==> src/rtl/fetch_unit_pkg.sv <==
// Shared definitions for the fetch stage: FSM states, redirect kind codes
// and the NOP word.
package fetch_unit_pkg;

    typedef enum logic [1:0] {
        FS_IDLE  = 2'd0,
        FS_RUN   = 2'd1,
        FS_FAULT = 2'd2
    } fetch_state_e;

    localparam logic [1:0] RDR_BRANCH = 2'b00;
    localparam logic [1:0] RDR_JUMP   = 2'b01;
    localparam logic [1:0] RDR_JR     = 2'b10;

    localparam logic [31:0] NOP = 32'h0;

endpackage

==> src/rtl/fetch_unit_buffer.sv <==
// Small synchronous FIFO holding fetched {instruction, pc} pairs; flush empties
// it at the next edge and push+pop is accepted even when full.
module fetch_buffer #(
    parameter int WIDTH = 64,
    parameter int DEPTH = 2
) (
    input  logic                       clk,
    input  logic                       reset,
    input  logic                       flush,
    input  logic                       push,
    input  logic [WIDTH-1:0]           push_data,
    input  logic                       pop,
    output logic [WIDTH-1:0]           head_data,
    output logic                       valid,
    output logic [$clog2(DEPTH+1)-1:0] count
);

    localparam int PW = (DEPTH > 1) ? $clog2(DEPTH) : 1;
    localparam int CW = $clog2(DEPTH + 1);

    logic [WIDTH-1:0] mem_q [DEPTH];
    logic [PW-1:0]    rd_ptr_q, rd_ptr_d;
    logic [PW-1:0]    wr_ptr_q, wr_ptr_d;
    logic [CW-1:0]    count_q, count_d;
    logic             do_push, do_pop;

    function automatic logic [PW-1:0] next_ptr(input logic [PW-1:0] p);
        return (p == PW'(DEPTH - 1)) ? '0 : p + 1'b1;
    endfunction

    always_comb begin
        do_pop   = pop && (count_q != '0);
        do_push  = push && ((count_q != CW'(DEPTH)) || do_pop);
        rd_ptr_d = rd_ptr_q;
        wr_ptr_d = wr_ptr_q;
        count_d  = count_q;
        if (flush) begin
            rd_ptr_d = '0;
            wr_ptr_d = '0;
            count_d  = '0;
        end else begin
            if (do_pop)  rd_ptr_d = next_ptr(rd_ptr_q);
            if (do_push) wr_ptr_d = next_ptr(wr_ptr_q);
            count_d = count_q + CW'(do_push) - CW'(do_pop);
        end
    end

    always_ff @(posedge clk) begin
        if (reset) begin
            rd_ptr_q <= '0;
            wr_ptr_q <= '0;
            count_q  <= '0;
        end else begin
            rd_ptr_q <= rd_ptr_d;
            wr_ptr_q <= wr_ptr_d;
            count_q  <= count_d;
        end
    end

    // Storage is not reset; the count alone decides what is visible.
    always_ff @(posedge clk) begin
        if (do_push && !flush && !reset) begin
            mem_q[wr_ptr_q] <= push_data;
        end
    end

    assign head_data = mem_q[rd_ptr_q];
    assign valid     = (count_q != '0);
    assign count     = count_q;

endmodule

==> src/rtl/fetch_unit.sv <==
// Instruction-fetch stage: issues word reads to a 1-cycle synchronous imem,
// buffers returns, hands them to decode and applies redirects/fault trapping.
module fetch_unit
    import fetch_unit_pkg::*;
#(
    parameter int               XLEN         = 32,
    parameter int               IMEM_DEPTH   = 64,
    parameter int               BUF_DEPTH    = 2,
    parameter logic [XLEN-1:0]  RESET_VECTOR = '0
) (
    input  logic            clk,
    input  logic            reset,
    output logic            imem_en,
    output logic [XLEN-1:0] imem_addr,
    input  logic [31:0]     imem_rdata,
    output logic            if_valid,
    input  logic            if_ready,
    output logic [31:0]     if_instr,
    output logic [XLEN-1:0] if_pc,
    output logic [XLEN-1:0] if_pc4,
    input  logic            redirect_valid,
    input  logic [1:0]      redirect_kind,
    input  logic [XLEN-1:0] redirect_pc4,
    input  logic [25:0]     redirect_imm,
    input  logic [XLEN-1:0] redirect_reg,
    output logic            fault,
    output logic [XLEN-1:0] fault_pc
);

    localparam int              CW       = $clog2(BUF_DEPTH + 1);
    localparam logic [XLEN-1:0] PC_LIMIT = XLEN'(IMEM_DEPTH * 4);

    fetch_state_e    state_q, state_d;
    logic [XLEN-1:0] pc_q, pc_d;
    logic [XLEN-1:0] pend_pc_q, pend_pc_d;
    logic            pending_q, pending_d;
    logic            fault_q, fault_d;
    logic [XLEN-1:0] fault_pc_q, fault_pc_d;
    logic [31:0]     last_instr_q, last_instr_d;
    logic [XLEN-1:0] last_pc_q, last_pc_d;
    logic [XLEN-1:0] last_pc4_q, last_pc4_d;

    logic [XLEN-1:0]    target;
    logic               rdr_active, rdr_legal, rdr_fault;
    logic               consume, push;
    logic [CW:0]        need;
    logic [32+XLEN-1:0] buf_head;
    logic               buf_valid;
    logic [CW-1:0]      buf_count;

    always_comb begin
        case (redirect_kind)
            RDR_BRANCH: target = redirect_pc4 +
                {{(XLEN-18){redirect_imm[15]}}, redirect_imm[15:0], 2'b00};
            RDR_JUMP:   target = {redirect_pc4[XLEN-1:28], redirect_imm, 2'b00};
            default:    target = redirect_reg;
        endcase
        rdr_active = redirect_valid && (redirect_kind != 2'b11) && (state_q != FS_FAULT);
        rdr_legal  = rdr_active && (target[1:0] == 2'b00) && (target < PC_LIMIT);
        rdr_fault  = rdr_active && !rdr_legal;
    end

    // A request is only made if its response is guaranteed a free slot.
    always_comb begin
        if_valid = buf_valid && (state_q != FS_FAULT);
        consume  = if_valid && if_ready;
        push     = pending_q && !rdr_active && (state_q != FS_FAULT);
        need     = {1'b0, buf_count} + (CW+1)'(pending_q) - (CW+1)'(consume);
        imem_en  = !reset && (state_q != FS_FAULT) && !rdr_active &&
                   (need < (CW+1)'(BUF_DEPTH));
        imem_addr = pc_q;
    end

    always_comb begin
        state_d = (state_q == FS_IDLE) ? FS_RUN : state_q;
        if (rdr_fault) state_d = FS_FAULT;
        pc_d = imem_en ? pc_q + XLEN'(4) : pc_q;
        if (rdr_legal) pc_d = target;
        pend_pc_d    = imem_en ? pc_q : pend_pc_q;
        pending_d    = imem_en;
        fault_d      = fault_q || rdr_fault;
        fault_pc_d   = rdr_fault ? target : fault_pc_q;
        last_instr_d = buf_valid ? buf_head[32+XLEN-1:XLEN] : last_instr_q;
        last_pc_d    = buf_valid ? buf_head[XLEN-1:0] : last_pc_q;
        last_pc4_d   = buf_valid ? buf_head[XLEN-1:0] + XLEN'(4) : last_pc4_q;
    end

    always_ff @(posedge clk) begin
        if (reset) begin
            state_q      <= FS_IDLE;
            pc_q         <= RESET_VECTOR;
            pend_pc_q    <= RESET_VECTOR;
            pending_q    <= 1'b0;
            fault_q      <= 1'b0;
            fault_pc_q   <= '0;
            last_instr_q <= NOP;
            last_pc_q    <= '0;
            last_pc4_q   <= '0;
        end else begin
            state_q      <= state_d;
            pc_q         <= pc_d;
            pend_pc_q    <= pend_pc_d;
            pending_q    <= pending_d;
            fault_q      <= fault_d;
            fault_pc_q   <= fault_pc_d;
            last_instr_q <= last_instr_d;
            last_pc_q    <= last_pc_d;
            last_pc4_q   <= last_pc4_d;
        end
    end

    fetch_buffer #(
        .WIDTH (32 + XLEN),
        .DEPTH (BUF_DEPTH)
    ) u_buffer (
        .clk       (clk),
        .reset     (reset),
        .flush     (rdr_active),
        .push      (push),
        .push_data ({imem_rdata, pend_pc_q}),
        .pop       (consume),
        .head_data (buf_head),
        .valid     (buf_valid),
        .count     (buf_count)
    );

    // With the buffer empty the last delivered values stay on the outputs.
    assign if_instr = buf_valid ? buf_head[32+XLEN-1:XLEN] : last_instr_q;
    assign if_pc    = buf_valid ? buf_head[XLEN-1:0] : last_pc_q;
    assign if_pc4   = buf_valid ? buf_head[XLEN-1:0] + XLEN'(4) : last_pc4_q;
    assign fault    = fault_q;
    assign fault_pc = fault_pc_q;

endmodule

==> config.mk <==
export PLATFORM = sky130hd
export DESIGN_NAME = fetch_unit
export DESIGN_NICKNAME = d
export VERILOG_FILES = /design/src/rtl/fetch_unit_pkg.sv /design/src/rtl/fetch_unit_buffer.sv /design/src/rtl/fetch_unit.sv
export SDC_FILE = /design/constraint.sdc
export NUM_CORES = 1
export LEC_CHECK = 0
export CORE_AREA = 2 2 192 194
export DETAILED_ROUTE_END_ITERATION = 16
export DIE_AREA = 0 0 194 196
export PLACE_DENSITY = 0.7
export SYNTH_ARGS = -nofsm -noshare
export SYNTH_HDL_FRONTEND = slang
export SYNTH_SLANG_ARGS = --single-unit
==> constraint.sdc <==
create_clock -name clk -period 8.72 [get_ports clk]
set_clock_uncertainty 0.2 [all_clocks]
set_input_delay 2.18 -clock clk [delete_from_list [all_inputs] [get_ports clk]]
set_output_delay 2.18 -clock clk [all_outputs]
set_load 0.005 [all_outputs]
==> Yosys cells after proc, flatten, opt, wreduce, memory -nomap -nowiden <==
Memory sizes are Yosys's and may differ from the RTL's. A register that Yosys moved wholly into a read port is not among the register bits.
Cells that the tools add are included.
{ "word_totals": {"reg_bits": 200, "mem_bits_rw": 128, "in_bits": 128, "out_inout_bits": 163, "elab_cells": 72, "mem_count": 1} }
{ "classes": {"add_sub_neg": 9, "n_lt_le_gt_ge": 2, "eq_ne": 4, "n_mux": 14, "reduce_logical": 29} }
{ "memory_table": {"columns": ["name", "depth", "width", "rd", "rd_clocked_by_memory_dff", "wr", "line", "source"], "rows": [
  ["u_buffer.mem_q", 2, 64, 1, 1, 1, "fetch_unit_buffer.sv:21", "logic [WIDTH-1:0] mem_q [DEPTH];"]
]} }
{ "op_table": {"columns": ["operator", "n"], "rows": [
  ["32-bit 2-to-1 mux", 5],
  ["32-bit by 3-bit adder with 32-bit output (second input constant)", 2],
  ["32-bit one-hot mux with 2 select lines", 1],
  ["32-bit adder", 1],
  ["32-bit by 9-bit less-than comparator with 1-bit output (second input constant)", 1],
  ["1-bit logical AND", 16],
  ["2-bit logical NOT", 3],
  ["1-bit 2-to-1 mux", 6],
  ["2-bit != test (second input constant)", 3],
  ["2-bit nonzero test", 3],
  ["2-bit 2-to-1 mux", 2],
  ["2-bit OR reduction", 2],
  ["2-bit by 1-bit adder with 3-bit output", 1],
  ["1-bit logical NOT", 3],
  ["3-bit by 2-bit less-than comparator with 1-bit output (second input constant)", 1],
  ["3-bit by 1-bit subtractor with 3-bit output", 1],
  ["1-bit adder (second input constant)", 2],
  ["2-bit by 1-bit adder with 2-bit output", 1],
  ["2-bit by 1-bit equality test with 1-bit output (second input constant)", 1],
  ["1-bit logical OR", 2],
  ["2-bit by 1-bit subtractor with 2-bit output", 1]
]} }

==> Longest topological paths before layout <==
Gate-level depths: netlist of the first run.
{ "logic_depth": {"depth_word": 11, "mapped_depth": 15, "ltp_nobuf": 13} }

==> Hierarchy <==
From an unflattened synthesis of the first run, not the netlist that was laid out.
{ "unflattened": {"hier_cells": 1530, "area_unflattened_um2": 15776.4} }
{ "modules_own_cells": {"columns": ["mod", "instances", "cells_each", "area_per_inst_um2", "seq_area_each_um2"], "rows": [
  ["fetch_unit", 1, 1306, 10881.7, 3923.8],
  ["fetch_buffer", 1, 224, 4894.7, 3943.8]
]} }

==> Worst setup path before layout of the first run <==
No wires, ideal clock.
{ "synth_timing": {"path_type": "in2reg", "startpoint": "input port reset", "endpoint": "memory u_buffer.mem_q[0][0] (enable)", "setup_time_ns": 0.564, "arrival_time_ns": 7.218, "required_time_ns": 7.956, "slack_ns": 0.737, "path_stages": 4, "n_path_buf": 3, "path_cell_list": "clkbuf_1 -> clkbuf_1 -> buf_1 -> nor3_1"} }
{ "synth_via": {"elab_chain_len": 4} }
{ "synth_lines": {"columns": ["item", "line", "source"], "rows": [
  ["start, declared", "fetch_unit.sv:12", "input logic reset,"],
  ["1-bit logical NOT", "fetch_unit_buffer.sv:62", "if (do_push && !flush && !reset) begin"],
  ["1-bit logical AND", "fetch_unit_buffer.sv:62", null],
  ["1-bit 2-to-1 mux", "fetch_unit_buffer.sv:62", null],
  ["1-bit 2-to-1 mux (not written as such)", "fetch_unit_buffer.sv:63", "mem_q[wr_ptr_q] <= push_data;"],
  ["end, declared", "fetch_unit_buffer.sv:21", null]
]} }
Every way passes these cells.

==> Worst setup path in the final report of the first run <==
{ "layout_timing": {"startpoint": "input port if_ready", "endpoint": "output port imem_en"} }
{ "layout_via": {"elab_chain_len": 4} }
{ "layout_lines": {"columns": ["item", "line", "source"], "rows": [
  ["start, declared", "fetch_unit.sv:17", "input logic if_ready,"],
  ["1-bit logical AND", "fetch_unit.sv:66", "consume = if_valid && if_ready;"],
  ["3-bit by 1-bit subtractor with 3-bit output", "fetch_unit.sv:68", "need = {1'b0, buf_count} + (CW+1)'(pending_q) - (CW+1)'(consume);"],
  ["3-bit by 2-bit less-than comparator with 1-bit output", "fetch_unit.sv:70", "(need < (CW+1)'(BUF_DEPTH));"],
  ["1-bit logical AND", "fetch_unit.sv:69", "imem_en = !reset && (state_q != FS_FAULT) && !rdr_active &&"],
  ["end, declared", "fetch_unit.sv:13", "output logic imem_en,"]
]} }
Every way passes these cells.

==> impl_metrics.ini, run 1 <==
[worst_setup_path]
end_kind = output pin
worst-path-max-fanout = 3
cp_data_arrival_time_ns = 4.59
reg2regPathDepth = 9
cp_cell_sequence = clkdlybuf4s50_1 > inv_1 > nor3_1 > ha_1 > nand2b_1 > fa_1 > xnor2_1 > nand4_1 > inv_1 > clkdlybuf4s50_1
crit_family = buffers and inverters
crit_required_ns = 6.34
critical_path_class = input pin to output pin
cp_slowest_cell = clkdlybuf4s50_1
slowest_delay_ns = 0.57
path_buf_inv = 4
cp-start-kind = input pin
cp.depth = 10

[timing]
setup_viol = 0
tns_ns = 0
finalWorstSetupSlack_ns = 1.75
maxSlewViolCount = 0
rsz0062_at_grt = false
hold_viol_final = 0
fin_crit_ns = 6.97
relSlewSlack = 0.248
worstMarginPinSlew_ns = 1.13
fmax_mhz = 144
fin_crit_sh = 0.799

[floorplanning]
chipHeight_um = 196
design.portCount = 291
design.core.area_um2 = 36100
fp-row-count = 70
die-width_um = 194
die_area_um2 = 38000
initial_core_util = 0.444

[cts]
cts_hold_buffers = 0
clk_pin_slew_ns = 0.06
clock-sinks = 329
cts-root-buf = clkbuf_16
cts_tree = yes
clock_path_buffers = 3
clkLatencyLatePin_ns = 0.51
cts_buffers = 35
postCtsResizedCells = 0
htreeDepth = 2
postCtsSetupBuffers = 0

[synthesis]
ys_warn_count = 0
synth_ff_type = dfxtp_1
avgSynthCellArea_um2 = 9.42
yosys.area.top_type_share = 0.251
synth.area.top_cells = dfxtp_1 25%, edfxtp_1 24%, nand2_1 4.9%, a21oi_1 4.0%, and2_1 3.8%
ys_types = 86
synth_cells = 1701
synthArstFlopShare = 0
synth_edf_count = 128
synth_nets = 1865
synth_top_cell_by_area = dfxtp_1
synth-seq-area-share = 0.491
synth_area_um2 = 16000
synth_seq_cells = 329

[pwr]
p_seq_frac = 0.415
p_leak_nw = 7.61
p_comb_frac = 0.218
p_sw_frac = 0.264
p_switching_mw = 1.09
power.share.clock = 0.367
ir_drop_mv = 0.168
finalPower_mw = 4.14
intPower_mw = 3.05
cellPowerDensity_nw_per_um2 = 202

[routing]
first_pass_iters = 6
drt-total-wl_mm = 46.9
wl_per_cell_um = 19.3
dr_total_vias = 13700
drt_iter0_markers = 856
drc = 0
vias_per_cell = 5.61
ant_nets = 0

[grt]
grt_max_degree = 123
gr-total-overflow = 0
first_global_vias = 12800
track_usage = 0.237
grt_first_pass_wirelength_mm = 71.6
antenna_found_initial = 0

[placed_design]
dpl_worst_slack_ns = 1.41
hpwl_mm = 34.3
io_buffer_count = 290
postPlaceCellArea_um2 = 19300
place.gp.congestion = 0.946

[flow_run]
drv_cap = 0

[layout]
synthToLayoutAreaGrowth_pct = 27.6
final_area_um2 = 20500
n_fill_cell = 3194
layout-drive-gt1-share = 0.0590
finalNetCount = 2103
num_antenna_cells = 0

[min_path]
holdPathStages = 0
hold_path_class = flop to flop

[status]
status = completed
registers in the layout, summed over array words and instances (netlist names), named ones only:
register,flops
state_q,2
pending_q,1
imem_addr,32
u_buffer.count,2
fault,1
fault_pc,32
last_instr_q,32
last_pc_q,32
last_pc4_q,32
u_buffer.wr_ptr_q,1
u_buffer.rd_ptr_q,1
u_buffer.mem_q,128
pend_pc_q,32
per-layer routing:
layer | vias up | share of wire | track usage | wire (um)
met5 | - | 0 | 0 | 0
met4 | 0 | 0.026 | 0.0718 | 1230
met3 | 69 | 0.062 | 0.0361 | 2920
met2 | 483 | 0.47 | 0.391 | 21900
met1 | 6463 | 0.44 | 0.321 | 20800
li1 | 6638 | - | - | -
stage by stage:
stage	cells	utilization	hold slack (ns)
2_1_floorplan	1701	-	0.225
3_3_place_gp	2370	0.534	0.230
3_5_place_dp	2370	0.534	0.243
4_1_cts	2433	0.567	0.251
5_1_grt	2433	0.567	0.260
6_report	2433	0.567	0.245
Yosys cell counts (all sizes together), types with 5 or more instances:
library cell  count
a211o             8
or3              12
a41o             15
o31ai             9
and2             97
a311o             9
a211oi           12
and3             16
a311oi            5
mux2i            58
edfxtp          128
nand2           210
nor3             34
and4              6
o21ai            79
a22oi             5
inv              20
buf              35
o21a             14
o311ai            6
nor3b             5
xor2             32
a21o             13
clkbuf           78
a32o              6
nand3            56
nand2b            7
o211ai           16
nor2            152
nor4             22
ha               34
nor2b            17
o22ai             5
xnor2            30
dfxtp           201
a2bb2oi           5
a21oi           132
nand4            40
power by group through the flow:
stage	Clock [mW]	Sequential, mW	Combinational, mW
finish	1.52	1.72	0.904
global route	1.60	1.73	0.983
CTS	1.55	1.72	0.906
detailed placement	0	1.75	0.899
global placement	0	1.75	0.893
floorplan	0	1.74	0.460
cell type report:
| cell class | instances | area [um^2] | share of cell area |
|---|---|---|---|
| inverters | 20 | 77.6 | 0.00379 |
| clock buffers | 48 | 1040 | 0.0508 |
| well taps | 468 | 586 | 0.0286 |
| multi-input cells | 1239 | 7650 | 0.374 |
| flip-flops and latches | 329 | 7870 | 0.385 |
| repair buffers | 314 | 3080 | 0.150 |
| clock inverters | 15 | 155 | 0.00759 |
logic make-up (layout without fill, tap and decap cells):
kind of cell / Yosys count / count (layout) / synth area share
adders and majority gates: 36 / 36 / 0.0290
xor gates and xnor gates: 62 / 62 / 0.0339
and+or+nand+nor: 694 / 694 / 0.214
buffers and inverters: 133 / 397 / 0.0335
DFF: 329 / 329 / 0.491
AOI/OAI and AO/OA: 385 / 385 / 0.160
muxes: 62 / 62 / 0.0390
worst reg2reg max path, cell delays in order, from the launching register on:
cell	delay (ns)
dfxtp_4	0.64
buf_4	0.74
mux2i_1	0.33
or3b_2	0.54
nor3_1	0.30
nand3b_1	0.21
nor4_1	0.26
xor2_1	0.17
a21oi_1	0.12
and2_1	0.24
path summary, 6_finish.rpt:
path / endpoint / slack [ns] / startpoint
min: u_buffer.mem_q[1][28]$_DFFE_PP_ / 0.24 / pend_pc_q[28]$_SDFFE_PP0P_
max: imem_en / 1.75 / if_ready
max reg2reg: last_pc4_q[30]$_SDFF_PP0_ / 4.88 / flop
min reg2reg: u_buffer.mem_q[1][28]$_DFFE_PP_ / 0.24 / pend_pc_q[28]$_SDFFE_PP0P_
layout by cell type (no fill, tap or decap), types with 14 or more instances in the layout:
cell,count
nor3_1,32
edfxtp_1,128
nor2_1,150
nand3_1,56
xor2_1,32
mux2i_1,58
nor2b_1,17
buf_4,24
xnor2_1,30
clkbuf_16,38
a41o_1,15
and2_1,97
o21a_1,14
clkdlybuf4s50_1,289
nand4_1,40
nand2_1,210
o211ai_1,15
o21ai_0,59
and3_1,15
o21ai_1,19
dfxtp_1,200
nor4_1,18
ha_1,34
a21oi_1,128
inv_1,18
Power figures use the tool's default switching activity.
==> run 2: changes to the inputs <==
==> constraint.sdc (replaced) <==
create_clock -name clk -period 7.3 [get_ports clk]
set_clock_uncertainty 0.2 [all_clocks]
set_input_delay 1.825 -clock clk [delete_from_list [all_inputs] [get_ports clk]]
set_output_delay 1.825 -clock clk [all_outputs]
set_load 0.005 [all_outputs]
==> impl_metrics.ini, run 2 (synthesis gave the netlist of run 1 again) <==
[timing]
fin_crit_ns = 6.34
relSlewSlack = 0.352
fin_crit_sh = 0.869
rsz0062_at_grt = false
worstMarginPinSlew_ns = 0.970
finalWorstSetupSlack_ns = 0.956
fmax_mhz = 158
tns_ns = 0
setup_viol = 0
maxSlewViolCount = 0
hold_viol_final = 0

[worst_setup_path]
end_kind = output pin
cp-start-kind = input pin
critical_path_class = input pin to output pin
endpoint = imem_en
cp_data_arrival_time_ns = 4.32
worst-path-max-fanout = 3
reg2regPathDepth = 15
crit_required_ns = 5.28
r2r_setup_slack_ns = 3.38
cp-startpoint = if_ready
r2r-end = imem_addr[17]$_SDFFE_PP0P_
reg2reg_from = u_buffer.count[1]$_SDFF_PP0_

[routing]
wl_per_cell_um = 19.5
ant_nets = 0
first_pass_iters = 5
drt_iter0_markers = 1091
drc = 0
dr_total_vias = 13700
vias_per_cell = 5.61
drt-total-wl_mm = 47.4

[pwr]
ir_drop_mv = 0.209
cellPowerDensity_nw_per_um2 = 242
power.share.clock = 0.367
p_switching_mw = 1.31
intPower_mw = 3.63
p_seq_frac = 0.415
finalPower_mw = 4.95
p_leak_nw = 7.60
p_comb_frac = 0.218
p_sw_frac = 0.265

[placed_design]
io_buffer_count = 290
dp_cells = 2370
dpl_worst_slack_ns = 0.599
place.gp.congestion = 0.935
hpwl_mm = 34.7

[grt]
use_met3 = 0.0428
met1_usage = 0.325
first_global_vias = 13100
grt_first_pass_wirelength_mm = 73.3
use_met2 = 0.405
grt_max_degree = 105
gr-total-overflow = 0
top_usage_layer = met2
track_usage = 0.242
antenna_found_initial = 0

[layout]
largest_reg_flops = 128
final_cell_mix = 289 x clkdlybuf4s50_1, 210 x nand2_1, 200 x dfxtp_1, 150 x nor2_1
synthToLayoutAreaGrowth_pct = 27.6
n_fill_cell = 3197
regMostFlops = u_buffer.mem_q
layout-drive-gt1-share = 0.0580
num_antenna_cells = 0
finalNetCount = 2103
final_common_cell = clkdlybuf4s50_1
fin_cells = 2433

[cts]
postCtsSetupBuffers = 0
cts_hold_buffers = 0
clk_pin_slew_ns = 0.06
cts-root-buf = clkbuf_16
htreeDepth = 2
cts_buffers = 35
postCtsResizedCells = 0
clock-sinks = 329
clkLatencyLatePin_ns = 0.52
cts_tree = yes
clock_path_buffers = 3

[floorplanning]
die_area_um2 = 38000
fp-row-count = 70
design.core.area_um2 = 36100
initial_core_util = 0.444
die-width_um = 194
chipHeight_um = 196
design.portCount = 291

[status]
status = completed

[min_path]
hold_path_class = flop to flop

[flow_run]
drv_cap = 0
-- run 2: power by group through the flow --
stage	clock, mW	combinational, mW	sequential [mW]
6_report	1.81	1.08	2.05
5_1_grt	1.92	1.18	2.06
2_1_floorplan	0	0.550	2.08
3_3_place_gp	0	1.06	2.09
3_5_place_dp	0	1.07	2.09
4_1_cts	1.85	1.08	2.05
-- run 2: how the worst min path moves through the flow --
stage                                           from                              end  slack [ns]  cells past startpoint
after floorplan            pend_pc_q[0]$_SDFFE_PP0P_   u_buffer.mem_q[0][0]$_DFFE_PP_        0.23                      0
after global placement    pend_pc_q[23]$_SDFFE_PP0P_  u_buffer.mem_q[0][23]$_DFFE_PP_        0.23                      0
after detailed placement  pend_pc_q[30]$_SDFFE_PP0P_  u_buffer.mem_q[1][30]$_DFFE_PP_        0.24                      0
after CTS                 pend_pc_q[30]$_SDFFE_PP0P_  u_buffer.mem_q[1][30]$_DFFE_PP_        0.26                      0
after global routing      pend_pc_q[10]$_SDFFE_PP0P_  u_buffer.mem_q[0][10]$_DFFE_PP_        0.26                      0
final                     pend_pc_q[11]$_SDFFE_PP0P_  u_buffer.mem_q[1][11]$_DFFE_PP_        0.25                      0
-- run 2: routing by layer --
layer | wire length (um) | part of all wire
met1 | 20800 | 0.44
met2 | 22500 | 0.47
met3 | 3170 | 0.067
met4 | 871 | 0.018
met5 | 0 | 0
-- run 2: critical path, cell delays in order --
cell	delay, ns
clkdlybuf4s50_1	0.45
inv_1	0.06
nor3_1	0.19
ha_1	0.26
nand2b_1	0.16
fa_1	0.38
xnor2_1	0.15
nand4_1	0.16
inv_1	0.10
clkdlybuf4s50_1	0.58
-- run 2: through the flow --
step	area (um^2)	util	hold slack, ns
after floorplan	16000	-	0.225
after global placement	19300	0.534	0.231
after detailed placement	19300	0.534	0.242
after CTS	20500	0.567	0.256
after global routing	20500	0.567	0.262
final	20500	0.567	0.251
-- run 2: cell type report --
class,instances,area [um^2],area share
clock inverters,16,184,0.00899
repair buffers,314,3090,0.151
well taps,468,586,0.0286
inverters,20,77.6,0.00379
flip-flops and latches,329,7870,0.385
clock buffers,47,993,0.0486
multi-input cells,1239,7650,0.374
==> run 3: changes to the inputs <==
==> constraint.sdc (replaced) <==
create_clock -name clk -period 7.3 [get_ports clk]
set_clock_uncertainty 0.2 [all_clocks]
set_input_delay 0.73 -clock clk [delete_from_list [all_inputs] [get_ports clk]]
set_output_delay 0.73 -clock clk [all_outputs]
set_load 0.005 [all_outputs]
==> impl_metrics.ini, run 3 (synthesis gave the netlist of run 1 again) <==
[status]
status = completed

[routing]
drc = 0
ant_nets = 0
dr_total_vias = 13700
first_pass_iters = 7
wl_per_cell_um = 19.7
drt-total-wl_mm = 47.8
drt_iter0_markers = 1131
vias_per_cell = 5.65

[cts]
clkLatencyLatePin_ns = 0.51
clk_pin_slew_ns = 0.06
cts_buffers = 34
cts_tree = yes
cts_hold_buffers = 0
postCtsResizedCells = 0
clock-sinks = 329
htreeDepth = 2
postCtsSetupBuffers = 0
clock_path_buffers = 3
cts-root-buf = clkbuf_16

[placed_design]
postPlaceCellArea_um2 = 19300
place.gp.congestion = 0.939
hpwl_mm = 34.6
io_buffer_count = 290
dp_cells = 2370

[pwr]
ir_drop_mv = 0.213
p_leak_nw = 7.55
cellPowerDensity_nw_per_um2 = 236

[grt]
grt_max_degree = 121
track_usage = 0.240
antenna_found_initial = 0
first_global_vias = 13000
grt_first_pass_wirelength_mm = 72.0
gr-total-overflow = 0

[worst_setup_path]
reg2regPathDepth = 9
r2r-end = last_pc4_q[29]$_SDFF_PP0_
critical_path_class = flop to output pin
crit_required_ns = 6.37
cp_common_cell = nor3_1
end_kind = output pin
r2r_setup_slack_ns = 3.49
cp_cell_sequence = buf_4 > mux2i_1 > or3b_2 > nor3_1 > nand3_1 > nor3_1 > nand2_1 > xnor2_1 > a21oi_1 > clkdlybuf4s50_1
cp_slowest_cell = buf_4
cp-start-kind = flop
slowest_delay_ns = 0.74
worst-path-max-fanout = 48
cp_data_arrival_time_ns = 4.52

[timing]
fin_crit_sh = 0.746
setup_viol = 0
maxSlewViolCount = 0
hold_viol_final = 0
fin_crit_ns = 5.45
tns_ns = 0
relSlewSlack = 0.252
rsz0062_at_grt = false
worstMarginPinSlew_ns = 1.12
fmax_mhz = 184

[layout]
num_antenna_cells = 0
finalNetCount = 2102
synthToLayoutAreaGrowth_pct = 26.8
fin_cells = 2431
regMostFlops = u_buffer.mem_q
final_cell_mix = 289 x clkdlybuf4s50_1, 210 x nand2_1, 200 x dfxtp_1, 149 x nor2_1
largest_reg_flops = 128
layout-drive-gt1-share = 0.0586
final_area_um2 = 20300
final_common_cell = clkdlybuf4s50_1
fin_util = 0.563

[min_path]
holdPathStages = 0
hold_path_class = flop to flop
min_to = u_buffer.mem_q[0][28]$_DFFE_PP_
worstHoldStart = pend_pc_q[28]$_SDFFE_PP0P_

[floorplanning]
chipHeight_um = 196
design.core.area_um2 = 36100
die_area_um2 = 38000
fp-row-count = 70
die-width_um = 194
design.portCount = 291
initial_core_util = 0.444

[flow_run]
drv_cap = 0
## run 3: cell types whose count changed in the layout (fill, tap and decap cells not counted), sizes merged
cell | before | now
bufinv | 4 | 2
clkinv | 10 | 13
clkbuf | 47 | 41
clkinvlp | 1 | 3
inv | 21 | 22
## run 3: critical path, delay by kind of cell (launching register included)
kind,cells,cell delay (ns)
AOI/OAI and AO/OA,1,0.22
xor gates and xnor gates,1,0.16
buffers and inverters,2,1.28
DFF,1,0.66
muxes,1,0.29
and+or+nand+nor,5,1.41
## run 3: worst max path at each step
stage / slack [ns] / cells after the start / end / from
global placement: 1.45 / 14 / imem_addr[3]$_SDFFE_PP0P_ / redirect_imm[15]
global route: 1.58 / 10 / if_pc4[31] / flop
finish: 1.85 / 10 / if_pc4[31] / flop
detailed placement: 1.44 / 14 / imem_addr[3]$_SDFFE_PP0P_ / redirect_imm[15]
CTS: 1.85 / 10 / if_pc4[31] / flop
floorplan: 0.77 / 4 / u_buffer.mem_q[0][0]$_DFFE_PP_ / reset
## run 3: routing by layer
metal | share of wire | vias to the layer above | track usage
li1 | - | 6648 | -
met3 | 0.067 | 76 | 0.0423
met2 | 0.46 | 519 | 0.394
met1 | 0.44 | 6491 | 0.319
met4 | 0.029 | 0 | 0.0842
met5 | 0 | - | 0
## run 3: final cells by class
cell class | instances | area [um^2]
Inverter | 20 | 77.6
Timing Repair Buffer | 314 | 3080
Fill cell | 3204 | 15800
Clock inverter | 20 | 164
Tap cell | 468 | 586
Clock buffer | 41 | 898
Multi-Input combinational cell | 1239 | 7650
Sequential cell | 329 | 7870
## run 3: report_power, final
group	total [mW]	internal [mW]	switching [mW]
Clock	1.66	0.956	0.708
Sequential	2.05	2.01	0.0455
Combinational	1.08	0.526	0.552
## run 3: stage by stage
step           setup slack [ns]  hold WS [ns]  power [mW]
3_3_place_gp               1.45         0.231        3.15
2_1_floorplan             0.767         0.225        2.63
5_1_grt                    1.58         0.265        5.00
4_1_cts                    1.85         0.242        4.84
3_5_place_dp               1.44         0.243        3.17
6_report                   1.85         0.235        4.80
